--- src/rtl/booth_controller.sv ---
// ---------------------------------------------------------------------------
// booth_controller
//
// Control FSM for a 4-bit radix-2 Booth multiplier datapath. A start request
// in IDLE launches a multiply. The FSM then steps the datapath through its
// iterations (LOAD, then WAIT/EVAL/[ADD|SUB]/SHIFT per iteration) and reports
// completion with busy/done.
//
// Optional feature macro: BOOTH_CTRL_ACK_EN
//   defined   : an `ack` input exists. DONE holds `done` until `ack` is seen.
//   undefined : `done` is a one-cycle pulse and DONE returns to IDLE at once.
//
// Ports
//   clk              in   rising-edge clock
//   rst              in   synchronous active-high reset (forces IDLE)
//   start            in   multiply request, sampled only in IDLE
//   q0, qm1          in   registered Booth pair Q[0], Q[-1] from the datapath
//   eqz              in   datapath iteration counter == 0
//   ack              in   result consumed (only with BOOTH_CTRL_ACK_EN)
//   ldA/clrA/sftA    out  accumulator load / clear / arithmetic shift right
//   ldQ/clrQ/sftQ    out  multiplier load / clear (tied 0) / shift
//   ldM              out  multiplicand load
//   clrff/enf        out  Q[-1] flop clear / enable
//   add_sub          out  ALU select, 1 = A+M, 0 = A-M
//   ldC/dec          out  iteration counter load / decrement
//   busy             out  high in every state except IDLE
//   done             out  result valid on the datapath output
// ---------------------------------------------------------------------------
module booth_controller (
  input  logic clk,
  input  logic rst,
  input  logic start,
  input  logic q0,
  input  logic qm1,
  input  logic eqz,
`ifdef BOOTH_CTRL_ACK_EN
  input  logic ack,
`endif
  output logic ldA,
  output logic clrA,
  output logic sftA,
  output logic ldQ,
  output logic clrQ,
  output logic sftQ,
  output logic ldM,
  output logic clrff,
  output logic enf,
  output logic add_sub,
  output logic ldC,
  output logic dec,
  output logic busy,
  output logic done
);

  typedef enum logic [2:0] {
    S_IDLE  = 3'd0,
    S_LOAD  = 3'd1,
    S_WAIT  = 3'd2,
    S_EVAL  = 3'd3,
    S_ADD   = 3'd4,
    S_SUB   = 3'd5,
    S_SHIFT = 3'd6,
    S_DONE  = 3'd7
  } state_t;

  state_t state_reg;
  state_t state_next;

  // The multiplier register is never cleared, only loaded.
  assign clrQ = 1'b0;

  // Next-state logic.
  always_comb begin
    state_next = state_reg;
    unique case (state_reg)
      S_IDLE: begin
        if (start) state_next = S_LOAD;
      end
      S_LOAD:  state_next = S_WAIT;
      // WAIT lets the freshly loaded/shifted Q[0], Q[-1] and the
      // decremented counter settle before EVAL looks at them.
      S_WAIT:  state_next = S_EVAL;
      S_EVAL: begin
        // Counter exhaustion wins over the Booth pair.
        if (eqz) begin
          state_next = S_DONE;
        end else begin
          unique case ({q0, qm1})
            2'b10:   state_next = S_SUB;
            2'b01:   state_next = S_ADD;
            default: state_next = S_SHIFT;
          endcase
        end
      end
      S_ADD:   state_next = S_SHIFT;
      S_SUB:   state_next = S_SHIFT;
      S_SHIFT: state_next = S_WAIT;
      S_DONE: begin
`ifdef BOOTH_CTRL_ACK_EN
        if (ack) state_next = S_IDLE;
`else
        state_next = S_IDLE;
`endif
      end
      default: state_next = S_IDLE;
    endcase
  end

  // State register plus registered Moore outputs. The outputs are decoded
  // from state_next, so each output register always matches the state
  // register that is loaded on the same edge. There is no extra latency and
  // the outputs are glitch-free.
  always_ff @(posedge clk) begin
    if (rst) begin
      state_reg <= S_IDLE;
      ldA       <= 1'b0;
      clrA      <= 1'b0;
      sftA      <= 1'b0;
      ldQ       <= 1'b0;
      sftQ      <= 1'b0;
      ldM       <= 1'b0;
      clrff     <= 1'b0;
      enf       <= 1'b0;
      add_sub   <= 1'b0;
      ldC       <= 1'b0;
      dec       <= 1'b0;
      busy      <= 1'b0;
      done      <= 1'b0;
    end else begin
      state_reg <= state_next;

      ldA       <= 1'b0;
      clrA      <= 1'b0;
      sftA      <= 1'b0;
      ldQ       <= 1'b0;
      sftQ      <= 1'b0;
      ldM       <= 1'b0;
      clrff     <= 1'b0;
      enf       <= 1'b0;
      add_sub   <= 1'b0;
      ldC       <= 1'b0;
      dec       <= 1'b0;
      busy      <= (state_next != S_IDLE);
      done      <= 1'b0;

      unique case (state_next)
        S_LOAD: begin
          ldM   <= 1'b1;
          ldQ   <= 1'b1;
          clrA  <= 1'b1;
          clrff <= 1'b1;
          ldC   <= 1'b1;
        end
        S_ADD: begin
          ldA     <= 1'b1;
          add_sub <= 1'b1;
        end
        S_SUB: begin
          ldA     <= 1'b1;
          add_sub <= 1'b0;
        end
        S_SHIFT: begin
          sftA <= 1'b1;
          sftQ <= 1'b1;
          enf  <= 1'b1;
          dec  <= 1'b1;
        end
        S_DONE: begin
          done <= 1'b1;
        end
        default: begin
          // IDLE, WAIT and EVAL assert no strobes.
        end
      endcase
    end
  end

endmodule

--- config.mk ---
export PLATFORM = sky130hd
export DESIGN_NAME = booth_controller
export DESIGN_NICKNAME = d
export VERILOG_FILES = /design/src/rtl/booth_controller.sv
export SDC_FILE = /design/constraint.sdc
export NUM_CORES = 1
export LEC_CHECK = 0
export CAP_MARGIN = 20
export CORE_AREA = 2 2 39 41
export CTS_BUF_LIST = sky130_fd_sc_hd__clkbuf_4 sky130_fd_sc_hd__clkbuf_8
export DETAILED_ROUTE_END_ITERATION = 12
export DIE_AREA = 0 0 41 43
export GPL_ROUTABILITY_DRIVEN = 0
export PLACE_DENSITY = 0.61
export SLEW_MARGIN = 20
export SYNTH_ARGS = -nofsm -noshare
export SYNTH_HDL_FRONTEND = slang
export SYNTH_SLANG_ARGS = --single-unit
--- constraint.sdc ---
create_clock -name clk -period 3.98 [get_ports clk]
set_clock_uncertainty 0.15 [all_clocks]
set_input_delay 0.597 -clock clk [delete_from_list [all_inputs] [get_ports clk]]
set_output_delay 0.597 -clock clk [all_outputs]
set_load 0.01 [all_outputs]
======== Word level (Yosys, flattened, before mapping) ========
Cells that the tools add are included.
Widths: inputs -> output; s select.
cells by class
  mux-type cells .......................... 9
  reduce and logical (&&, ||, !) cells .... 5
  equal/unequal tests ..................... 14
operator list
  kind                count
  $eq 3x3->1 const B  8
  $pmux 3 s6          1
  $eq 3x1->1 const B  2
  $eq 3x2->1 const B  2
  $reduce_or 2->1     3
  $mux 1              5
  $pmux 2 s2          1
  $logic_not 3->1     1
  $mux 3              1
  $reduce_bool 3->1   1
  $eq 2x1->1 const B  1
  $eq 2x2->1 const B  1
  $mux 2              1
storage, ports and cells
  output and inout port bits .............. 14
  logic and storage cells ................. 35
  register bits after elaboration ......... 9
  input bits .............................. 6

======== Depth between registers and ports, before layout ========
Gate-level depths: netlist of the first run.
  depth in word-level cells ............... 7
  mapped depth ............................ 4
  depth with buffers taken out ............ 4

======== Worst setup path before layout of the first run ========
Ideal clock, no wire load.
  path type ............................... input port to flip-flop
  start point ............................. input qm1
  end point ............................... register dec
  arrival time ............................ 1.467 ns
  slack ................................... 2.289 ns
  stages on the path ...................... 4
  setup time .............................. 0.073 ns
  path through ............................ inv_1 > ha_1 > or4b_1 > o22ai_2
on the way
  word-level cells in the longest chain between the ends .. 6
  elaborated cells on any way between the ends .. 7
  those cells by class .................... eq/ne (3); mux (4)
ends and longest elaborated chain
  item                                             line  text
  start, declared                                  34    input logic qm1,
  $eq 2x1->1 / $eq 2x2->1 (equally long branches)  88    unique case ({q0, qm1})
  $pmux 2 s2 *                                     88
  $mux 2 *                                         85    if (eqz) begin
  $pmux 3 s6 *                                     75    unique case (state_reg)
  $eq 3x3->1 *                                     146   unique case (state_next)
  $mux 1 *                                         146
  end signal, assigned                             126   dec <= 1'b0;
  end signal, assigned                             142   dec <= 1'b0;
  end signal, assigned                             166   dec <= 1'b1;
  end, declared                                    50    output logic dec,
Every way passes the cells marked *; elsewhere a longest branch is shown, timed or not.
A chain may end at the register's enable or synchronous reset.

======== Worst setup path after layout of the first run ========
Ends and elaborated chain as after synthesis.

==> summary.md, run 1 <==
| Metric | Value |
|---|---|
| Global-route wire length before repair | roughly 1100 um |
| Cells after Synth | 40 |
| Commonest cells in the netlist | dfxtp_1 (9), buf_4 (8) |
| Initial core utilization | 29.1% |
| Slowest cell on crit path | or4b_1 |
| Clock latency on the worst-skew pair | about 250 ps |
| Pwr per Cell Area | approximately 390 mW/mm^2 |
| Initial DRC count | 4 |
| Layout fillers | 152 |
| Non-filler cells, final | 69 |
| Fin worst setup slack | 2050 ps |
| Tmin final | 1930 ps |
| I/O pins | 20 |
| Final hold slack | about 430 ps |
| Initial antenna violation count | 0 |
| Pins Over Slew Limit | 0 |
| Setup-failing EPs final | 0 |
| Setup TNS | 0 ps |
| Finished Cell Area | about 570 um^2 |
| Crit-path max FO | 5 |
| Period utilization | 48.6% |
| Worst-path clk slew | 60 ps |
| Switching share of power | about a quarter |
| DIE AREA | between 0.0015 and 0.002 mm^2 |
| P&R area growth vs syn | 41.0% |
| WP data required | ~4000 ps |
| Most frequent cell after synthesis | dfxtp_1 |
| Clock Power Share | 33.7% |
| Post-synth EDFFs | 0 |
| Register bit total from synthesis | 9 |
| Max Freq | between 500 and 600 MHz |
| Max Cap Viol | 0 |
| TritonCTS Buffers | 3 |
| Vias | 320 |
| Port Buffers | 18 |
| Hold Path Class | flop to flop |
| Status | completed |
| Register area share after synthesis | 44.7% |
| Syn Std Cell Area | a little over 400 um^2 |
| P_int | 0.000168 W |
| Syn Area/Cell | roughly 10 um^2 |
| Cell count after placement | between 60 and 70 |
| CTS max path bufs | 2 |
| Fin. Hold Viols | 0 |
| Core ar. | 0.00138 mm^2 |
| Placed inst area | ~540 um^2 |
| Antenna diode count | 0 |
| Top-area cell type share of the netlist area | 44.7% |
| Detail Route Antenna Nets | 0 |
| CTS root buf | clkbuf_4 |
| Largest stage delay, worst path | ~460 ps |
| Clock Sinks | 9 |
| Synthesized Nets | 47 |
| Number of flip-flops in the largest register | 3 |
| Layout cells sized above 1 | under 10% |
| DRC viols | 0 |
| Total GRT Usage | under 10% |
| Synth area leaders | dfxtp_1 (45%), buf_4 (15%), a311oi_1 (4.3%) |
| Async SR Flop Fraction | 0% |
| Setup Crit Path Kind | primary input to flop |
| Synth unique cells | 20 |
| CTS tree | built |
| RSZ-0062 raised after global routing | false |
| P_leak | between 0.2 and 0.25 nW |
| Layout Nets | 61 |
| Gate power share | 19.1% |
| Post_cts resized | 0 |
| Cell accounting for the most synthesized area | dfxtp_1 |
| Largest net degree at the start of global routing | 10 |
| Peak VDD IR | 0.193 mV |
| H-tree Lvls | 1 |
| Critical path launch point type | primary input |
| CP Cell Sequence | clkdlybuf4s50_1, inv_1, ha_1, or4b_1, o22ai_2 |
| First drt pass iteration count | 3 |
| DP HPWL | about 500 um |
| Critical Path Sink Type | flop |
| Postcts setup bufs | 0 |
| # rows | 14 |
| Die width | between 40 and 50 um |
| Crit path DAT | a little under 2000 ps |
| Sw Pwr | 0.0000549 W |
| Routed length per instance | roughly 9.9 um |
| Top FF cell, synth | dfxtp_1 |
| DP Worst Slack | roughly 1800 ps |
| Wirelength, routed | 680 um |
| YS warnings | 0 |
| Part of the power in registers | between 40% and 50% |
| Vias in the first global route | roughly 280 |
| Hold-fix buffers, CTS | 0 |
| Vias/cell | between 4 and 5 |
| Gr ovfl total | 0 |
| Die height | between 40 and 50 um |
==> layout by cell type, fill, tap and decap left out, types with 2 or more instances in the layout <==
| master | n |
|---|---|
| o21bai_1 | 2 |
| a311oi_1 | 2 |
| clkbuf_4 | 4 |
| nor4_1 | 2 |
| dfxtp_1 | 9 |
| nor3_1 | 2 |
| a21oi_1 | 2 |
| clkdlybuf4s50_1 | 18 |
==> metal layers <==
layer / GRT usage, % / vias up / wire length, um
met5: 0 / - / 0
met1: 11.8 / 137 / 304
met3: 1.57 / 2 / 45
met2: 13.1 / 13 / 314
li1: - / 168 / -
met4: 8.00 / 0 / 14
==> power groups by stage <==
stage	clock (W)	combinational [W]	sequential (W)
after floorplan	0	0.0000286	0.000105
after global placement	0	0.0000425	0.000107
after detailed placement	0	0.0000430	0.000107
after CTS	0.0000772	0.0000431	0.000105
after global routing	0.0000843	0.0000473	0.000107
final	0.0000752	0.0000426	0.000105
==> final timing paths <==
| kind | start | to | slack, ps | cells after the start |
|---|---|---|---|---|
| setup / recovery | qm1 | dec | 2050 | 5 |
| hold / removal | state_reg[2] | state_reg[0] | 430 | 1 |
| hold reg to reg | state_reg[2] | state_reg[0] | 430 | 1 |
| setup reg to reg | state_reg[1] | add_sub | 2850 | 2 |
==> critical path: cells and delay by family <==
family / cells / cell delay [ps]
fa+ha+maj: 1 / 330
buf+inv: 2 / 490
compound gates: 1 / 90
simple gates: 1 / 460
==> final cells by class <==
cell class / instances / area [um^2] / area share (%)
Tap cell: 16 / 20.0 / 3.52
Inverter: 1 / 3.75 / 0.661
Clock buffer: 4 / 30.0 / 5.29
Timing Repair Buffer: 18 / 180 / 31.7
Sequential cell: 9 / 180 / 31.7
Multi-Input combinational cell: 21 / 154 / 27.1
==> stage by stage <==
stage          total power, W  util (%)
6_report             0.000223      41.0
5_1_grt              0.000239      41.0
3_5_place_dp         0.000150      38.9
4_1_cts              0.000226      41.0
2_1_floorplan        0.000134         -
3_3_place_gp         0.000150      38.9
==> cells by family (layout without fill, tap and decap cells) <==
family	after synthesis	after routing	share of synthesized area (%)
compound gates	9	9	16.8
fa+ha+maj	1	1	3.11
other cells	1	1	0.931
flops	9	9	44.7
buf+inv	10	23	17.1
simple gates	10	10	17.4
No activity file was read; power rests on OpenSTA's default activity.
==> run 2: changes to the inputs <==
--- a/config.mk
+++ b/config.mk
@@ -11,7 +11,7 @@
 export DETAILED_ROUTE_END_ITERATION = 12
 export DIE_AREA = 0 0 41 43
 export GPL_ROUTABILITY_DRIVEN = 0
-export PLACE_DENSITY = 0.61
+export PLACE_DENSITY = 0.64
 export SLEW_MARGIN = 20
 export SYNTH_ARGS = -nofsm -noshare
 export SYNTH_HDL_FRONTEND = slang
==> constraint.sdc (replaced) <==
create_clock -name clk -period 1.6 [get_ports clk]
set_clock_uncertainty 0.15 [all_clocks]
set_input_delay 0.24 -clock clk [delete_from_list [all_inputs] [get_ports clk]]
set_output_delay 0.24 -clock clk [all_outputs]
set_load 0.01 [all_outputs]
==> run 2 against run 1 <==
Net effect:
- flip-flop and latch count did not move
- critical path depth fell by 4
- final cell count rose by 5.8%
- power rose to 2.5 times the previous value
- via count rose by 5.3%
- sequential power rose by 150%
- register-to-register slack got worse by 2300 ps
- worst setup slack got worse by 2000 ps
- global-route usage rose by 0.58 points
- clock-buffer cell count did not move
- core utilization rose by 3.4 points
- critical endpoint is now sftA
==> summary.md, run 2 (same netlist as run 1, synthesis figures left out) <==
| Metric | Value |
|---|---|
| Worst-path clk slew | 60 ps (about the same) |
| RSZ-0062 raised after global routing | false |
| CTS root buf | clkbuf_4 |
| Antenna diode count | 0 (unchanged) |
| CTS tree | built |
| DP Worst Slack | -182 ps (-1970 ps) |
| Initial core utilization | 29.1% (unchanged) |
| # rows | 14 (unchanged) |
| Hold-fix buffers, CTS | 0 (unchanged) |
| Port Buffers | 18 (unchanged) |
| Routed length per instance | 9.68 um (-1.7%) |
| Fin. Hold Viols | 0 (unchanged) |
| Slowest cell on crit path | clkdlybuf4s50_1 |
| Clock Sinks | 9 (unchanged) |
| I/O pins | 20 (unchanged) |
| Global-route wire length before repair | 1120 um (+0.63%) |
| Max Cap Viol | 0 (unchanged) |
| P_leak | 0.342 nW (+66%) |
| Finished Cell Area | 616 um^2 (+8.4%) |
| Initial DRC count | 2 (-2) |
| Vias in the first global route | 299 (+5.7%) |
| Crit-path leading delay family | buffers and inverters |
| Vias/cell | 4.62 (-0.46%) |
| Max Freq | roughly 650 MHz |
| Peak VDD IR | 0.295 mV (+53%) |
| Tmin final | between 1500 and 2000 ps |
| First drt pass iteration count | 5 (+2) |
| DRC viols | 0 (unchanged) |
| Clock latency on the worst-skew pair | 260 ps (about the same) |
| CTS max path bufs | 2 (unchanged) |
| Bufs and invs on worst path | 1 (-1) |
| P&R area growth vs syn | 52.8% |
| Core ar. | 0.00138 mm^2 (unchanged) |
| TritonCTS Buffers | 3 (unchanged) |
| WP data required | 1210 ps (-2800 ps) |
| Layout Nets | 65 (+6.6%) |
| Detail Route Antenna Nets | 0 (unchanged) |
| Wirelength, routed | 707 um (+4.0%) |
| Largest stage delay, worst path | 550 ps (+90 ps) |
| Placed inst area | 568 um^2 (+5.6%) |
| Total Power | 0.000564 W (+150%) |
| Die width | 41 um (unchanged) |
| Total GRT Usage | 9.97% (+0.58 points) |
| Pins Over Slew Limit | 0 (unchanged) |
| DIE AREA | 0.00176 mm^2 (unchanged) |
| Layout fillers | 141 (-7.2%) |
| Largest net degree at the start of global routing | 10 (unchanged) |
| DP HPWL | 522 um (+1.9%) |
| Most frequent cells in the layout | clkdlybuf4s50_1 (11), dfxtp_1 (9), dlymetal6s2s_1 (7), clkbuf_4 (4), buf_4 (4) |
| Number of flip-flops in the largest register | 3 (unchanged) |
| Pwr per Cell Area | 916 mW/mm^2 (+130%) |
| Crit-path max FO | 4 (-1) |
| Sequential cell area | 180 um^2 (unchanged) |
| Period utilization | just under 100% |
| Layout cells sized above 1 | 15.8% (+6.4 points) |
| Crit path DAT | 1150 ps (-820 ps) |
| H-tree Lvls | 1 (unchanged) |
| Hold Path Class | flop to flop |
| Setup-failing EPs final | 0 (unchanged) |
| Multi-input gate area | 154 um^2 (unchanged) |
| Status | completed |
| Fin worst setup slack | 57.6 ps (-1990 ps) |
| Final hold slack | 425 ps (-3.12 ps) |
| Initial antenna violation count | 0 (unchanged) |
| CP Cell Sequence | clkdlybuf4s50_1 |
| Setup Crit Path Kind | flop to output pin |
| Critical path launch point type | flop |
| Gr ovfl total | 0 (unchanged) |
| Die height | 43 um (unchanged) |
| Critical Path Sink Type | output pin |
| Vias | 337 (+5.3%) |
| Worst reg-to-reg setup slack | 510 ps (-2340 ps) |
| Commonest non-fill, non-tap cell in the layout | clkdlybuf4s50_1 |
-- run 2: cell count changes in the layout (fill, tap and decap cells not counted) --
| cell | delta |
|---|---|
| clkdlybuf4s50_1 | -7 |
| buf_4 | +4 |
| dlymetal6s2s_1 | +7 |
-- run 2: per-layer routing --
layer / track usage, % / part of all wire, % / vias up
met1: 10.4 / 41 / 144
met3: 3.14 / 9.8 / 3
li1: - / - / 172
met2: 14.4 / 46 / 18
met4: 10.0 / 3.3 / 0
met5: 0 / 0 / -
-- run 2: path summary, 6_finish.rpt --
check | end | startpoint | cells after the start
worst max-delay path | sftA | dec | 1
worst min-delay path | state_reg[0] | state_reg[2] | 1
worst max register to register | add_sub | state_reg[1] | 2
worst min register to register | state_reg[0] | state_reg[2] | 1
-- run 2: what timing repair did --
| item | CTS | global route |
|---|---|---|
| setup endpoints to repair | 0 | 9 |
| gates resized for setup | 0 | 7 |
| setup buffers | 0 | 0 |
-- run 2: power by group --
part | switching (W) | leakage [nW] | internal, W
sequential | 0.0000207 | 0.0737 | 0.000241
clock | 0.0000778 | 0.0184 | 0.000113
combinational | 0.0000428 | 0.250 | 0.0000684
total | 0.000141 | 0.342 | 0.000422
-- run 2: layout make-up --
class	instances	share of cell area, %
clock buffers	4	4.88
inverters	1	0.610
multi-input cells	21	25.0
flip-flops and latches	9	29.3
well taps	16	3.25
repair buffers	22	37.0
-- run 2: through the flow --
stage	util (%)	cells	TNS [ps]
floorplan	-	40	0
global placement	41.0	69	-259
detailed placement	41.0	69	-272
CTS	43.2	73	0
global route	44.5	73	0
finish	44.5	73	0
==> run 3: changes to the inputs <==
--- a/config.mk
+++ b/config.mk
@@ -11,6 +11,7 @@
 export DETAILED_ROUTE_END_ITERATION = 12
 export DIE_AREA = 0 0 41 43
 export GPL_ROUTABILITY_DRIVEN = 0
+export GPL_TIMING_DRIVEN = 0
 export PLACE_DENSITY = 0.64
 export SLEW_MARGIN = 20
 export SYNTH_ARGS = -nofsm -noshare
==> run 3 against run 2 <==
Net effect:
- clock power fell by 2%
- sequential share of layout area decreased by 0.70 points
- clock-buffer cell count did not move
- critical path depth grew 4
- first-iteration DRC count grew to 3.5 times the previous value
- sequential power shrank 2%
- critical path type is now primary input to flop
- critical endpoint is now dec
- highest routed layer is now met3
==> summary.md, run 3 (same netlist as run 1, synthesis figures left out) <==
| Metric | Value |
|---|---|
| Status | completed |
| # rows | 14 (unchanged) |
| DP HPWL | 542 um (+3.8%) |
| Final hold slack | 438 ps (+12.3 ps) |
| Layout cells sized above 1 | 27.4% (+12 points) |
| P&R area growth vs syn | 58.7% |
| Largest net degree at the start of global routing | 10 (unchanged) |
| Fin worst setup slack | 51.2 ps (-6.40 ps) |
| Antenna diode count | 0 (unchanged) |
| DP Worst Slack | -246 ps (-63.8 ps) |
| Total GRT Usage | 9.78% (-0.19 points) |
| Setup Crit Path Kind | primary input to flop |
| Crit path DAT | 1580 ps (+430 ps) |
| Die height | 43 um (unchanged) |
| Initial DRC count | 7 (+5) |
| Worst-path clk slew | 60 ps (about the same) |
| H-tree Lvls | 1 (unchanged) |
| CP Cell Sequence | clkdlybuf4s50_1, inv_1, ha_4, or4b_1, o22ai_2 |
| Core ar. | 0.00138 mm^2 (unchanged) |
| Crit-path max FO | 5 (+1) |
| Max Cap Viol | 0 (unchanged) |
| Global-route wire length before repair | 1180 um (+5.6%) |
| Setup TNS | 0 ps (unchanged) |
| I/O pins | 20 (unchanged) |
| First drt pass iteration count | 4 (-1) |
| Pwr per Cell Area | 900 mW/mm^2 (-1.8%) |
| Wirelength, routed | 715 um (+1.1%) |
| WP data required | 1630 ps (+420 ps) |
| TritonCTS Buffers | 3 (unchanged) |
| RSZ-0062 raised after global routing | false |
| Critical path launch point type | primary input |
| P_leak | 0.284 nW (-17%) |
| Hold Path Class | flop to flop |
| Multi-input gate area | 166 um^2 (+8.1%) |
| DRC viols | 0 (unchanged) |
| Detail Route Antenna Nets | 0 (unchanged) |
| Tmin final | 1550 ps (+6.40 ps) |
| Crit-path leading delay family | buffers and inverters |
| Commonest non-fill, non-tap cell in the layout | clkdlybuf4s50_1 |
| Setup-failing EPs final | 0 (unchanged) |
| Die width | 41 um (unchanged) |
| Initial core utilization | 29.1% (unchanged) |
| Max Freq | 646 MHz (-0.41%) |
| Period utilization | 96.8% (+0.40 points) |
| Clock Sinks | 9 (unchanged) |
| Fin. Hold Viols | 0 (unchanged) |
| CTS max path bufs | 2 (unchanged) |
| DIE AREA | 0.00176 mm^2 (unchanged) |
| Layout Nets | 70 (+7.7%) |
| Hold-fix buffers, CTS | 0 (unchanged) |
| Most frequent cells in the layout | clkdlybuf4s50_1 (11), buf_4 (8), dfxtp_1 (7), dlygate4sd2_1 (7), clkbuf_4 (4) |
| Routed length per instance | 9.17 um (-5.4%) |
| Layout fillers | 136 (-3.5%) |
| Sequential cell area | 183 um^2 (+1.4%) |
| Initial antenna violation count | 0 (unchanged) |
| Postcts setup bufs | 0 (unchanged) |
| Cell count after placement | 74 (+7.2%) |
| Peak VDD IR | 0.426 mV (+44%) |
| Vias | 349 (+3.6%) |
| Critical Path Sink Type | flop |
| Vias in the first global route | 295 (-1.3%) |
| Pins Over Slew Limit | 0 (unchanged) |
| Clock latency on the worst-skew pair | 250 ps (about the same) |
| Port Buffers | 18 (unchanged) |
| Vias/cell | 4.47 (-3.1%) |
| Number of flip-flops in the largest register | 3 (unchanged) |
| Bufs and invs on worst path | 2 (+1) |
| Largest stage delay, worst path | 450 ps (-100 ps) |
| Non-filler cells, final | 78 (+6.8%) |
| CTS tree | built |
| Slowest cell on crit path | clkdlybuf4s50_1 |
| CTS root buf | clkbuf_4 |
| Gr ovfl total | 0 (unchanged) |
[run 3: power breakdown]
group          switching, W  leakage (nW)  internal [W]
Clock             0.0000746        0.0184      0.000113
Sequential        0.0000143        0.0745      0.000242
Combinational     0.0000536         0.191     0.0000783
Total              0.000143         0.284      0.000433
[run 3: worst reg2reg max path, stage by stage, from the launching register on]
cell	delay [ps]
dfxtp_1	300
buf_2	180
nand4bb_1	180
nor4_1	220
[run 3: final timing paths]
path	start	depth (start not counted)	end	slack (ps)
worst max-delay path	qm1	5	dec	50
worst max register to register	state_reg[1]	3	add_sub	480
worst min-delay path	state_reg[2]	1	state_reg[0]	440
worst min register to register	state_reg[2]	1	state_reg[0]	440
[run 3: repair_timing]
action                     in CTS  in global routing
resized for setup               9                  1
pin swaps                       0                  0
setup endpoints to repair       7                  1
[run 3: area by class of cell]
cell class              instances  share of cell area, %
plain buffers                   9                   10.2
inverters                       1                  0.587
clock buffers                   4                   4.70
multi-input cells              21                   26.0
well taps                      16                   3.13
repair buffers                 18                   26.8
flip-flops and latches          9                   28.6
[run 3: layer usage]
metal  part of all wire [%]  GRT usage [%]  vias up
met2                     50           14.7       17
met1                     42           11.4      149
li1                       -              -      183
met5                      0              0        -
met3                    8.5           1.57        0
met4                      0           8.00        0
[run 3: per-stage QoR]
stage	power, W	utilization (%)	cell area, um^2
after floorplan	0.000332	-	403
after global placement	0.000393	43.6	603
after detailed placement	0.000395	43.6	603
after CTS	0.000578	45.3	627
after global routing	0.000610	46.2	639
final	0.000575	46.2	639
